$ cat src/rtl/mean_seq_ctrl_if.sv
// Link between the mean sequencer (master) and the frame-mean engine (slave):
// offset stream towards the engine, mean results back from it.
interface mean_seq_ctrl_if #(
    parameter int DATA_WIDTH  = 9,
    parameter int FRAME_WIDTH = 9
);
    logic                   m_cfg_valid;
    logic [FRAME_WIDTH-1:0] m_cfg_data;
    logic                   m_cfg_last;
    logic                   m_ready;
    logic                   m_valid;
    logic [DATA_WIDTH-1:0]  m_data;

    modport master (
        output m_cfg_valid, m_cfg_data, m_cfg_last,
        input  m_ready, m_valid, m_data
    );

    modport slave (
        input  m_cfg_valid, m_cfg_data, m_cfg_last,
        output m_ready, m_valid, m_data
    );
endinterface

$ cat src/rtl/mean_seq_ctrl.sv
// Frame-mean job sequencer: streams base+i*stride offsets to the engine, then
// forwards RESULT_NUM indexed results. Optional watchdog: MEAN_SEQ_TIMEOUT_EN.
module mean_seq_ctrl #(
    parameter int DATA_WIDTH     = 9,
    parameter int FRAME_WIDTH    = 9,
    parameter int RESULT_NUM     = 31,
    parameter int TIMEOUT_CYCLES = 4096
) (
    input  logic                   clk,
    input  logic                   rst,
    input  logic                   start,
    input  logic [FRAME_WIDTH-1:0] frame_len,
    input  logic [FRAME_WIDTH-1:0] base,
    input  logic [FRAME_WIDTH-1:0] stride,
    output logic                   busy,
    output logic                   done,
    output logic                   err,
    mean_seq_ctrl_if.master        eng,
    output logic                   res_valid,
    output logic [DATA_WIDTH-1:0]  res_data,
    output logic [4:0]             res_idx
);

    typedef enum logic [2:0] {IDLE, WAIT_RDY, CFG, WAIT_RES, FINISH} state_t;

    localparam logic [FRAME_WIDTH-1:0] ONE_F    = FRAME_WIDTH'(1);
    localparam logic [FRAME_WIDTH-1:0] ZERO_F   = FRAME_WIDTH'(0);
    localparam logic [4:0]             LAST_IDX = 5'(RESULT_NUM - 1);

    state_t                 state_r;
    logic [FRAME_WIDTH-1:0] len_r;
    logic [FRAME_WIDTH-1:0] stride_r;
    logic [FRAME_WIDTH-1:0] i_r;
    logic [FRAME_WIDTH-1:0] cfg_data_r;
    logic [4:0]             res_cnt_r;
    logic                   busy_r;
    logic                   done_r;
    logic                   err_r;
    logic                   res_valid_r;
    logic [DATA_WIDTH-1:0]  res_data_r;
    logic [4:0]             res_idx_r;
    logic [FRAME_WIDTH-1:0] len_m1_s;
    logic                   cfg_valid_s;
    logic                   cfg_last_s;
    logic                   to_hit_s;

    assign len_m1_s = len_r - ONE_F;

`ifdef MEAN_SEQ_TIMEOUT_EN
    localparam int TO_W = $clog2(TIMEOUT_CYCLES + 1);

    logic [TO_W-1:0] to_cnt_r;
    logic            active_s;
    logic            progress_s;

    // A beat in CFG is exactly "ready while in CFG", so progress never depends on cfg_valid_s.
    assign active_s   = (state_r == WAIT_RDY) || (state_r == CFG) || (state_r == WAIT_RES);
    assign progress_s = ((state_r == CFG) && eng.m_ready) || ((state_r == WAIT_RES) && eng.m_valid);
    assign to_hit_s   = active_s && !progress_s && (to_cnt_r == TO_W'(TIMEOUT_CYCLES - 1));

    // Watchdog: counts stalled cycles of an active job, restarts on any beat or result.
    always_ff @(posedge clk or posedge rst) begin
        if (rst) begin
            to_cnt_r <= TO_W'(0);
        end else if (!active_s || progress_s || to_hit_s) begin
            to_cnt_r <= TO_W'(0);
        end else begin
            to_cnt_r <= to_cnt_r + TO_W'(1);
        end
    end
`else
    assign to_hit_s = 1'b0;
`endif

    // Valid is combinational on ready: the engine advances its write pointer on valid alone.
    always_comb begin
        cfg_valid_s = 1'b0;
        cfg_last_s  = 1'b0;
        if ((state_r == CFG) && !to_hit_s) begin
            cfg_valid_s = eng.m_ready;
            cfg_last_s  = eng.m_ready & (i_r == len_m1_s);
        end else begin
            cfg_valid_s = 1'b0;
            cfg_last_s  = 1'b0;
        end
    end

    // Job sequencing FSM with registered status and result outputs.
    always_ff @(posedge clk or posedge rst) begin
        if (rst) begin
            state_r     <= IDLE;
            len_r       <= ZERO_F;
            stride_r    <= ZERO_F;
            i_r         <= ZERO_F;
            cfg_data_r  <= ZERO_F;
            res_cnt_r   <= 5'd0;
            busy_r      <= 1'b0;
            done_r      <= 1'b0;
            err_r       <= 1'b0;
            res_valid_r <= 1'b0;
            res_data_r  <= {DATA_WIDTH{1'b0}};
            res_idx_r   <= 5'd0;
        end else begin
            done_r      <= 1'b0;
            err_r       <= (state_r != WAIT_RES) && eng.m_valid;
            res_valid_r <= 1'b0;
            case (state_r)
                IDLE: begin
                    if (start && (frame_len != ZERO_F)) begin
                        len_r      <= frame_len;
                        stride_r   <= stride;
                        cfg_data_r <= base;
                        i_r        <= ZERO_F;
                        res_cnt_r  <= 5'd0;
                        busy_r     <= 1'b1;
                        state_r    <= WAIT_RDY;
                    end else if (start) begin
                        err_r <= 1'b1;
                    end
                end
                WAIT_RDY: begin
                    if (eng.m_ready) begin
                        state_r <= CFG;
                    end
                end
                CFG: begin
                    // Running sum keeps base + i*stride (mod 2^FRAME_WIDTH) without a multiplier.
                    if (cfg_valid_s) begin
                        cfg_data_r <= cfg_data_r + stride_r;
                        if (i_r == len_m1_s) begin
                            state_r <= WAIT_RES;
                        end else begin
                            i_r <= i_r + ONE_F;
                        end
                    end
                end
                WAIT_RES: begin
                    if (eng.m_valid) begin
                        res_valid_r <= 1'b1;
                        res_data_r  <= eng.m_data;
                        res_idx_r   <= res_cnt_r;
                        res_cnt_r   <= res_cnt_r + 5'd1;
                        if (res_cnt_r == LAST_IDX) begin
                            done_r  <= 1'b1;
                            busy_r  <= 1'b0;
                            state_r <= FINISH;
                        end
                    end
                end
                FINISH: begin
                    state_r <= IDLE;
                end
                default: begin
                    state_r <= IDLE;
                    busy_r  <= 1'b0;
                end
            endcase
            if (to_hit_s) begin
                err_r   <= 1'b1;
                busy_r  <= 1'b0;
                state_r <= IDLE;
            end
        end
    end

    assign eng.m_cfg_valid = cfg_valid_s;
    assign eng.m_cfg_data  = cfg_data_r;
    assign eng.m_cfg_last  = cfg_last_s;
    assign busy            = busy_r;
    assign done            = done_r;
    assign err             = err_r;
    assign res_valid       = res_valid_r;
    assign res_data        = res_data_r;
    assign res_idx         = res_idx_r;

endmodule

$ cat src/flat_wrapper.sv
// flat-port wrapper written by rule: the top's interface ports become plain ports
module mean_seq_ctrl_flat 
#(
    parameter int DATA_WIDTH     = 9,
    parameter int FRAME_WIDTH    = 9,
    parameter int RESULT_NUM     = 31,
    parameter int TIMEOUT_CYCLES = 4096
)
  (clk, rst, start, frame_len, base, stride, busy, done, err, res_valid, res_data, res_idx, eng_m_cfg_valid, eng_m_cfg_data, eng_m_cfg_last, eng_m_ready, eng_m_valid, eng_m_data);
  mean_seq_ctrl_if #(.DATA_WIDTH(DATA_WIDTH), .FRAME_WIDTH(FRAME_WIDTH)) eng_i ();
  input  logic clk;
  input  logic rst;
  input  logic start;
  input  logic [FRAME_WIDTH-1:0] frame_len;
  input  logic [FRAME_WIDTH-1:0] base;
  input  logic [FRAME_WIDTH-1:0] stride;
  output logic busy;
  output logic done;
  output logic err;
  output logic res_valid;
  output logic [DATA_WIDTH-1:0] res_data;
  output logic [4:0] res_idx;
  output wire logic [$bits(eng_i.m_cfg_valid)-1:0] eng_m_cfg_valid;
  output wire logic [$bits(eng_i.m_cfg_data)-1:0] eng_m_cfg_data;
  output wire logic [$bits(eng_i.m_cfg_last)-1:0] eng_m_cfg_last;
  input wire logic [$bits(eng_i.m_ready)-1:0] eng_m_ready;
  input wire logic [$bits(eng_i.m_valid)-1:0] eng_m_valid;
  input wire logic [$bits(eng_i.m_data)-1:0] eng_m_data;
  assign eng_m_cfg_valid = eng_i.m_cfg_valid;
  assign eng_m_cfg_data = eng_i.m_cfg_data;
  assign eng_m_cfg_last = eng_i.m_cfg_last;
  assign eng_i.m_ready = eng_m_ready;
  assign eng_i.m_valid = eng_m_valid;
  assign eng_i.m_data = eng_m_data;
  mean_seq_ctrl #(.DATA_WIDTH(DATA_WIDTH), .FRAME_WIDTH(FRAME_WIDTH), .RESULT_NUM(RESULT_NUM), .TIMEOUT_CYCLES(TIMEOUT_CYCLES)) u_core (.clk(clk), .rst(rst), .start(start), .frame_len(frame_len), .base(base), .stride(stride), .busy(busy), .done(done), .err(err), .eng(eng_i), .res_valid(res_valid), .res_data(res_data), .res_idx(res_idx));
endmodule
$ cat config.mk
export PLATFORM = sky130hd
export DESIGN_NAME = mean_seq_ctrl_flat
export DESIGN_NICKNAME = d
export VERILOG_FILES = /design/src/rtl/mean_seq_ctrl_if.sv /design/src/rtl/mean_seq_ctrl.sv /design/src/flat_wrapper.sv
export SDC_FILE = /design/constraint.sdc
export NUM_CORES = 1
export LEC_CHECK = 0
export CAP_MARGIN = 0
export CORE_MARGIN = 5
export CORE_UTILIZATION = 30
export CTS_CLUSTER_DIAMETER = 50
export DETAILED_ROUTE_END_ITERATION = 10
export SETUP_SLACK_MARGIN = 0.15
export SYNTH_ARGS = -nofsm -noshare
export SYNTH_HDL_FRONTEND = slang
export SYNTH_SLANG_ARGS = --single-unit
export TNS_END_PERCENT = 5
$ cat constraint.sdc
create_clock -name clk -period 6.7 [get_ports clk]
set_input_delay 1.34 -clock clk [delete_from_list [all_inputs] [get_ports clk]]
set_output_delay 1.34 -clock clk [all_outputs]
set_load 0.1 [all_outputs]
==> results.tsv, run 1 <==
stage	metric	value	unit
run_status	outcome	finished, final reports clean	
setup_path	cp.required	5360	ps
power_and_ir_drop	pwr-share-comb	57.1	%
synth	synth_warnings	0	
setup_path	cpPeakStageDelay	1120	ps
layout	drive_gt1_share	9.27	%
layout	seqCellArea	1550	um2
synth	synth_edf_count	0	
clock_network	htree_levels	3	
clock_network	cts_resized	0	
power_and_ir_drop	power.share.clock	16.1	%
power_and_ir_drop	seqPwrFrac	26.8	%
setup_path	worstReg2RegStart	u_core.len_r[0]	
synth	synth_seq_cells	62	
setup_path	cp_cell_sequence	clkdlybuf4s50_1 -> nand2_1 -> inv_1 -> and3_2 -> clkdlybuf4s50_1	
sta	setup_viol	0	
routing	via_per_inst	4.78	
synth	yosys.area.top_type	dfrtp_1	
layout	area_delta_synth_final	30.7	%
synth	yosysSeqAreaShare	44.5	%
sta	rsz0062_at_grt	no	
setup_path	endpoint_kind	primary output	
sta	worstMarginPinSlew	1010	ps
setup_path	worstSetupStartpointType	input pin	
clock_network	clk_path_buf_depth	2	
hold_path	min_path_type	reg -> reg	
setup_path	timing.rr.end	u_core.i_r[5]	
power_and_ir_drop	p_leak	2.06	nW
power_and_ir_drop	p_int	1.24	mW
setup_path	r2r_slack	4250	ps
synth	synthesis.nets	438	
sta	skew	6.10	ps
grt	grt_max_degree	63	
setup_path	crit_path_top_delay_cell	clkdlybuf4s50_1	
placement	io_buffers	69	
layout	n_antenna_cell	0	
power_and_ir_drop	peakVddDrop	292	uV
placement	gp_congestion	0.845	
setup_path	critical_path_class	in -> out	
routing	drc_errors	0	
sta	drv_slew	0	
clock_network	cts_made_buffers	9	
routing	drtIter0Drc	126	
floorplanning	dieArea	13900	um2
floorplanning	rows	39	
floorplanning	start_util	30.5	%
synth	synth_flop_cell	dfrtp_1	
routing	drt_first_pass_iters	4	
grt	antenna_found_initial	0	
power_and_ir_drop	power.switching	1.29	mW
hold_path	hold_end	u_core.stride_r[7]	
layout	final_common_cell	nand2_1	
routing	wl	8430	um
power_and_ir_drop	switching_share	51.1	%
setup_path	crit_fanout	8	
grt	grt-ovfl-total	0	
routing	wire_per_inst	14.1	um
synth	syn_area_per_cell	9.08	um2
routing	vias	2851	
grt	globalRouteTotalUtil	12.3	%
synth	yosysTopAreaCellShare	44.5	%
clock_network	root_buffer	clkbuf_16	
clock_network	post-cts-setup-buffers	0	
layout	multiInputGateArea	1800	um2
sta	timing.final.crit_share	75.1	%
floorplanning	ios	70	
clock_network	path_clk_slew	50	ps
synth	synth_area	3490	um2
job	maxCapViolations	0	
sta	setup_tns	0	ps
grt	grt_pass1_vias	2922	
floorplanning	core-area	11400	um2
placement	dp_hpwl	6170	um
power_and_ir_drop	power	2.53	mW
sta	hold_violations	0	
sta	fin_crit	5030	ps
grt	grt_pass1_wl	14100	um
synth	synthTopCellsByArea	dfrtp_1, nand2_1, ha_1	
hold_path	hp-start	u_core.stride_r[7]	
routing	final_antenna_net_count	0	
setup_path	r2r_cells	9	
clock_network	postCtsHoldBufs	0	
layout	fillCellCount	1165	
setup_path	crit_arrival	3690	ps
setup_path	crit_top_cell	clkdlybuf4s50_1	
synth	ys_types	61	
clock_network	cts.sinks	62	
synth	synth-async-reset-ratio	100	%
floorplanning	die_x	118	um
clock_network	cts_tree	yes	
sta	maxSlewHeadroom	32.7	%
layout	final_cell_mix	nand2_1, clkdlybuf4s50_1, dfrtp_1	
synth	syn_inst	384	
sta	fmax	199	MHz
clock_network	clk_latency	320	ps
power_and_ir_drop	power_density	555	nW/um2
floorplanning	die_y	118	um
hold_path	hold_depth	2	
layout	nNetsFinal	504	
==> final cells by class <==
class	instances	share of cell area [%]
clock inverter	2	0.220
clock buffer	12	5.41
multi-input combinational	291	39.6
inverter	14	1.15
timing repair buffer	72	15.7
sequential	62	34.1
tap	143	3.93
==> how the worst max path moves through the flow <==
stage                      startpoint  cells after the start             end  slack (ps)
after floorplan           eng_m_ready                      3  eng_m_cfg_last        2520
after global placement    eng_m_ready                      5  eng_m_cfg_last        1710
after detailed placement  eng_m_ready                      5  eng_m_cfg_last        1650
after CTS                 eng_m_ready                      5  eng_m_cfg_last        1650
after global routing      eng_m_ready                      5  eng_m_cfg_last        1580
final                     eng_m_ready                      5  eng_m_cfg_last        1670
==> registers in the layout, summed over array words and instances, names as in the netlist, 3 cells and up <==
name / count
u_core.eng.m_cfg_data: 9
u_core.len_r: 9
u_core.state_r: 3
u_core.res_data: 9
u_core.i_r: 9
u_core.stride_r: 9
u_core.res_idx: 5
u_core.res_cnt_r: 5
==> routing by layer <==
layer / global-route usage [%] / share of wire (%) / up-vias
met5: 0 / 0 / -
met4: 4.16 / 1.3 / 0
met3: 3.84 / 4.6 / 12
met2: 20.9 / 50 / 49
met1: 14.8 / 44 / 1350
li1: - / - / 1440
==> synthesized netlist by cell type (all sizes together) (4+ instances only) <==
master and instances:
nand2 110, dfrtp 62, nor2 22, nand3 21, o21ai 17, inv 14, a21oi 12, ha 12
nor3 10, xnor2 10, xor2 10, clkbuf 9, buf 8, mux2i 7, a211oi 5, and3 4
mux2 4, nand2b 4, nor4 4
==> power by group through the flow <==
stage | Sequential (mW) | Clock (mW) | Combinational, mW
CTS | 0.678 | 0.421 | 1.46
detailed placement | 0.682 | 0 | 1.45
finish | 0.676 | 0.408 | 1.44
floorplan | 1.11 | 0 | 0.697
global placement | 0.675 | 0 | 1.43
global route | 0.701 | 0.439 | 1.57
==> cell families after synthesis <==
group,after synthesis,share of synthesized area (%)
muxes,11,3.30
AOI/OAI and AO/OA,54,11.3
adders and majority gates,13,4.88
and+or+nand+nor,193,27.0
xor gates and xnor gates,20,5.24
DFF,62,44.5
buffers and inverters,31,3.80
==> through the flow <==
stage / std cells / setup slack (ps) / utilization [%] / area [um2] / hold slack (ps)
after CTS: 596 / 1650 / 39.9 / 4550 / 478
after detailed placement: 582 / 1650 / 37.6 / 4300 / 463
after global placement: 582 / 1710 / 37.6 / 4300 / 459
after floorplan: 384 / 2520 / - / 3490 / 450
final: 596 / 1670 / 39.9 / 4550 / 476
after global routing: 596 / 1580 / 39.9 / 4550 / 507
==> critical path: cells and delay by family <==
family                 cells  cell delay, ps
buffers and inverters      3            1880
AND/OR/NAND/NOR            2             470
(Power assumes the default switching activity.)
==> run 2: changes to the inputs <==
clock period = 4.9 ns   (was 6.7 ns; I/O delays follow)
==> run 2 against run 1 <==
Compared with the run above:
- setup slack worse by 420 ps
- global-route usage rose by 0.45 points
- via count up 1.1%
- largest cell class unchanged
- count of clock-buffer cells in the layout down 2
- sequential power up 38%
- utilization grew 0.19 points
- routed wire length is 2.5% higher
- register-to-register slack worse by 1900 ps
- clock skew shrank 0.62 ps
- design area up 0.47%
==> results.tsv, run 2 (synthesis results as in run 1) <==
stage	metric	value	unit	change
run_status	outcome	finished, final reports clean		
clock_network	cts_made_buffers	9		unchanged
layout	stdcell_area	4580	um2	+0.47%
setup_path	cp_cell_sequence	inv_1 -> ha_1 -> o21ba_1 -> a221oi_1 -> a41o_1 -> nor4b_4 -> and3_2 -> buf_4		
setup_path	crit_fanout	9		+1
setup_path	cp_top_family	compound AO/OA/AOI/OAI gates		
job	maxCapViolations	0		unchanged
clock_network	root_buffer	clkbuf_16		
sta	drv_slew	0		unchanged
sta	worstMarginPinSlew	1010	ps	+2.28 ps
hold_path	hold_depth	2		unchanged
grt	grt_pass1_wl	14600	um	+4.0%
grt	antenna_found_initial	0		unchanged
layout	final_common_cell	nand2_1		
setup_path	endpoint_kind	primary output		
clock_network	clk_path_buf_depth	2		unchanged
layout	final_cell_mix	nand2_1, clkdlybuf4s50_1, dfrtp_1		
setup_path	timing.rr.end	u_core.res_cnt_r[2]		
power_and_ir_drop	pwr-share-comb	55.9	%	-1.2 points
floorplanning	core-area	11400	um2	unchanged
clock_network	cts_tree	yes		
layout	nNetsFinal	503		-0.20%
sta	timing.final.crit_share	74.5	%	
layout	fillCellCount	1158		-0.60%
setup_path	critical_path_class	reg -> out		
setup_path	critPathBufInv	2		-1
floorplanning	dieArea	13900	um2	unchanged
setup_path	crit_path_top_delay_cell	dfrtp_1		
routing	drt_first_pass_iters	4		unchanged
floorplanning	die_x	118	um	unchanged
clock_network	cts.sinks	62		unchanged
power_and_ir_drop	power_density	770	nW/um2	+39%
setup_path	r2r_cells	7		-2
floorplanning	start_util	30.5	%	unchanged
setup_path	cp.required	3920	ps	-1440 ps
clock_network	htree_levels	3		unchanged
clock_network	post-cts-setup-buffers	0		unchanged
layout	multiInputGateArea	1800	um2	unchanged
floorplanning	die_y	118	um	unchanged
setup_path	worstSetupStartpointType	flip-flop		
routing	wire_per_inst	14.5	um	+2.3%
sta	setup_tns	0	ps	unchanged
hold_path	hp-start	u_core.res_data[4]		
grt	globalRouteTotalUtil	12.8	%	+0.45 points
power_and_ir_drop	switching_share	50.9	%	-0.16 points
sta	maxSlewHeadroom	32.6	%	-0.15 points
placement	dp_hpwl	6330	um	+2.6%
sta	hold_violations	0		unchanged
clock_network	path_clk_slew	60	ps	about the same
grt	grt_max_degree	41		-35%
hold_path	min_path_type	reg -> reg		
power_and_ir_drop	power.switching	1.79	mW	+39%
setup_path	cpPeakStageDelay	480	ps	-640 ps
power_and_ir_drop	peakVddDrop	341	uV	+17%
hold_path	hold_end	u_core.res_data[4]		
power_and_ir_drop	power.share.clock	17.7	%	+1.6 points
routing	via_per_inst	4.83		+0.92%
sta	fmax	274	MHz	
sta	setup_viol	0		unchanged
routing	drc_errors	0		unchanged
power_and_ir_drop	p_int	1.73	mW	+40%
placement	gp_congestion	0.863		+2.1%
placement	io_buffers	69		unchanged
power_and_ir_drop	p_leak	2.08	nW	+0.65%
setup_path	crit_arrival	2670	ps	-1020 ps
power_and_ir_drop	seqPwrFrac	26.4	%	-0.4 points
routing	wl	8640	um	+2.5%
layout	drive_gt1_share	10.1	%	+0.86 points
floorplanning	ios	70		unchanged
routing	drtIter0Drc	123		-2.4%
clock_network	postCtsHoldBufs	0		unchanged
layout	area_delta_synth_final	31.3	%	
clock_network	cts_resized	0		unchanged
grt	grt_pass1_vias	3081		+5.4%
sta	rsz0062_at_grt	no		
floorplanning	rows	39		unchanged
sta	skew	5.48	ps	-0.624 ps
routing	final_antenna_net_count	0		unchanged
placement	postPlaceCellArea	4290	um2	-0.29%
layout	seqCellArea	1550	um2	unchanged
grt	grt-ovfl-total	0		unchanged
sta	fin_crit	3650	ps	
layout	n_antenna_cell	0		unchanged
setup_path	r2r_slack	2340	ps	-1910 ps
clock_network	clk_latency	330	ps	about the same
routing	vias	2882		+1.1%
setup_path	worstReg2RegStart	u_core.state_r[1]		
[run 2: area by class of cell]
class | count | share of cell area, %
clock buffer | 10 | 5.00
clock inverter | 6 | 1.34
inverter | 14 | 1.15
multi-input combinational | 291 | 39.4
sequential | 62 | 33.9
tap | 143 | 3.91
timing repair buffer | 71 | 15.3
[run 2: tightest hold or removal path: cells and delay by family, from the launching register on]
| kind | cells | cell delay [ps] |
|---|---|---|
| flip-flops | 1 | 340 |
| AND/OR/NAND/NOR | 2 | 100 |
[run 2: worst max path at each step]
stage	depth (start not counted)	slack, ps	to	start
4_1_cts	8	1240	eng_m_cfg_last	u_core.len_r[0]
5_1_grt	8	1060	eng_m_cfg_last	u_core.len_r[0]
2_1_floorplan	6	1370	eng_m_cfg_last	u_core.state_r[2]
6_report	8	1250	eng_m_cfg_last	u_core.len_r[0]
3_3_place_gp	5	1460	eng_m_cfg_last	eng_m_ready
3_5_place_dp	8	1420	u_core.eng.m_cfg_data[7]	frame_len[4]
[run 2: through the flow]
stage | power, mW | std cells | hold WS [ps] | setup slack, ps | utilization, %
floorplan | 2.47 | 384 | 450 | 1370 | -
global route | 3.77 | 597 | 506 | 1060 | 40.1
CTS | 3.56 | 597 | 477 | 1240 | 40.1
detailed placement | 2.92 | 581 | 464 | 1420 | 37.5
finish | 3.53 | 597 | 470 | 1250 | 40.1
global placement | 2.89 | 581 | 465 | 1460 | 37.5
[run 2: power by group through the flow]
stage | registers (mW) | logic [mW] | clock network (mW)
final | 0.932 | 1.97 | 0.624
after global routing | 0.962 | 2.14 | 0.663
after CTS | 0.931 | 1.99 | 0.639
after detailed placement | 0.936 | 1.98 | 0
after global placement | 0.935 | 1.95 | 0
after floorplan | 1.51 | 0.953 | 0
[run 2: per-layer routing]
layer	share of wire [%]	up-vias	GRT usage, %
met1	44	1383	15.1
met5	0	-	0
met2	50	51	21.1
li1	-	1437	-
met3	4.0	11	4.66
met4	1.5	0	4.73
==> run 3: changes to the inputs <==
clock period = 3.6 ns   (was 4.9 ns; I/O delays follow)
==> run 3 against run 2 <==
Compared with the run above:
- sequential share of layout area decreased by 0.60 points
- critical endpoint unchanged
- design area increased by 1.8%
- combinational power increased by 39%
- die area unchanged
- clock power increased by 35%
- routed wire length increased by 1.3%
- clock skew increased by 0.56 ps
- highest routed layer unchanged
==> results.tsv, run 3 (synthesis results as in run 1) <==
stage	metric	value	unit	change
layout	nNetsFinal	511		+1.6%
sta	holdWs	468	ps	-2.63 ps
sta	skew	6.04	ps	+0.557 ps
routing	drtIter0Drc	137		+11%
sta	fmax	307	MHz	
layout	final_common_cell	nand2_1		
floorplanning	dieArea	13900	um2	unchanged
sta	rsz0062_at_grt	no		
setup_path	r2r_slack	1150	ps	-1190 ps
power_and_ir_drop	power_density	1040	nW/um2	+35%
grt	antenna_found_initial	0		unchanged
floorplanning	start_util	30.5	%	unchanged
routing	drt_first_pass_iters	4		unchanged
layout	final_cell_mix	nand2_1, clkdlybuf4s50_1, dfrtp_1		
grt	grt_pass1_vias	3059		-0.71%
layout	final_cells	604		+1.2%
setup_path	endpoint_kind	primary output		
clock_network	postCtsHoldBufs	0		unchanged
sta	setup_tns	0	ps	unchanged
layout	n_antenna_cell	0		unchanged
power_and_ir_drop	peakVddDrop	482	uV	+42%
routing	drc_errors	0		unchanged
sta	fin_crit	3250	ps	
sta	timing.final.crit_share	90.3	%	
sta	drv_slew	0		unchanged
routing	final_antenna_net_count	0		unchanged
floorplanning	ios	70		unchanged
clock_network	cts_made_buffers	9		unchanged
setup_path	worstSetupStartpointType	flip-flop		
setup_path	cp.required	2880	ps	-1040 ps
clock_network	root_buffer	clkbuf_16		
floorplanning	die_y	118	um	unchanged
clock_network	cts_tree	yes		
grt	grt_pass1_wl	15100	um	+3.3%
clock_network	clk_path_buf_depth	2		unchanged
placement	io_buffers	69		unchanged
hold_path	min_path_type	reg -> reg		
routing	wire_per_inst	14.5	um	+0.14%
placement	dp_cells	587		+1.0%
floorplanning	core-area	11400	um2	unchanged
routing	via_per_inst	4.84		+0.28%
power_and_ir_drop	p_leak	2.12	nW	+2.2%
layout	area_delta_synth_final	33.6	%	
routing	wl	8760	um	+1.3%
placement	dp_hpwl	6650	um	+5.0%
placement	gp_congestion	0.799		-7.4%
grt	grt-ovfl-total	0		unchanged
grt	grt_max_degree	33		-20%
sta	maxSlewHeadroom	32.3	%	-0.29 points
sta	setup_viol	0		unchanged
clock_network	clk_latency	320	ps	about the same
setup_path	critical_path_class	reg -> out		
placement	dp_slack	572	ps	-850 ps
floorplanning	rows	39		unchanged
setup_path	crit_arrival	2530	ps	-140 ps
sta	worstMarginPinSlew	1010	ps	+4.39 ps
floorplanning	die_x	118	um	unchanged
sta	hold_violations	0		unchanged
layout	drive_gt1_share	11.7	%	+1.6 points
sta	setup_ws	348	ps	-901 ps
clock_network	cts.sinks	62		unchanged
routing	vias	2924		+1.5%
job	maxCapViolations	0		unchanged
grt	globalRouteTotalUtil	13.3	%	+0.51 points
clock_network	htree_levels	3		unchanged
setup_path	crit_fanout	9		unchanged
clock_network	cts_resized	0		unchanged
clock_network	path_clk_slew	50	ps	about the same
run_status	outcome	finished, final reports clean		
==> run 3: changes by cell type in the layout (fill, tap and decap cells not counted) <==
cell	delta
clkinv_2	-1
buf_12	+2
inv_6	-1
clkdlybuf4s50_1	-1
buf_4	+7
clkbuf_8	+1
==> run 3: final cells by class <==
cell class / count / area, um2
fillers: 1158 / 6760
multi-input cells: 291 / 1800
flip-flops and latches: 62 / 1550
repair buffers: 79 / 783
clock buffers: 11 / 243
well taps: 143 / 179
inverters: 14 / 52.6
clock inverters: 4 / 47.5
==> run 3: final timing paths <==
| path | start | to | cells after the start |
|---|---|---|---|
| min | u_core.res_idx[2] | u_core.res_idx[2] | 2 |
| max reg2reg | u_core.len_r[0] | u_core.i_r[5] | 10 |
| max | u_core.len_r[0] | eng_m_cfg_last | 8 |
| min in group asynchronous | rst | u_core.eng.m_cfg_data[4] | 2 |
| min reg2reg | u_core.res_idx[2] | u_core.res_idx[2] | 2 |
| max in group asynchronous | rst | u_core.len_r[8] | 3 |
==> run 3: timing repair <==
| action | in CTS | in global routing |
|---|---|---|
| setup endpoints to repair | 0 | 1 |
| setup buffers | 0 | 2 |
| endpoints found under the hold margin | 0 | 0 |
==> run 3: metal layers <==
| layer | GRT usage, % | wire length, um | vias up |
|---|---|---|---|
| met5 | 0 | 0 | - |
| met4 | 3.94 | 125 | 0 |
| met3 | 3.94 | 353 | 10 |
| met2 | 22.9 | 4450 | 49 |
| met1 | 16.0 | 3830 | 1408 |
| li1 | - | - | 1457 |
==> run 3: metrics by stage <==
step / power, mW / instance area [um2] / utilization (%)
5_1_grt: 5.20 / 4660 / 40.8
6_report: 4.83 / 4660 / 40.8
4_1_cts: 4.88 / 4640 / 40.7
2_1_floorplan: 3.36 / 3490 / -
3_5_place_dp: 4.01 / 4350 / 38.1
3_3_place_gp: 3.96 / 4350 / 38.1
==> run 3: worst max-delay path, cell delays in order (launching register included) <==
cell and delay, ps:
dfrtp_1 460, inv_1 80, ha_1 320, o21ba_1 230, a221oi_1 290, a41o_1 150, nor4b_4 240, and3_2 250
buf_12 170
==> run 3: power breakdown <==
group	switching (mW)	internal, mW
combinational	1.84	0.882
clock	0.297	0.548
sequential	0.291	0.973
total	2.43	2.40
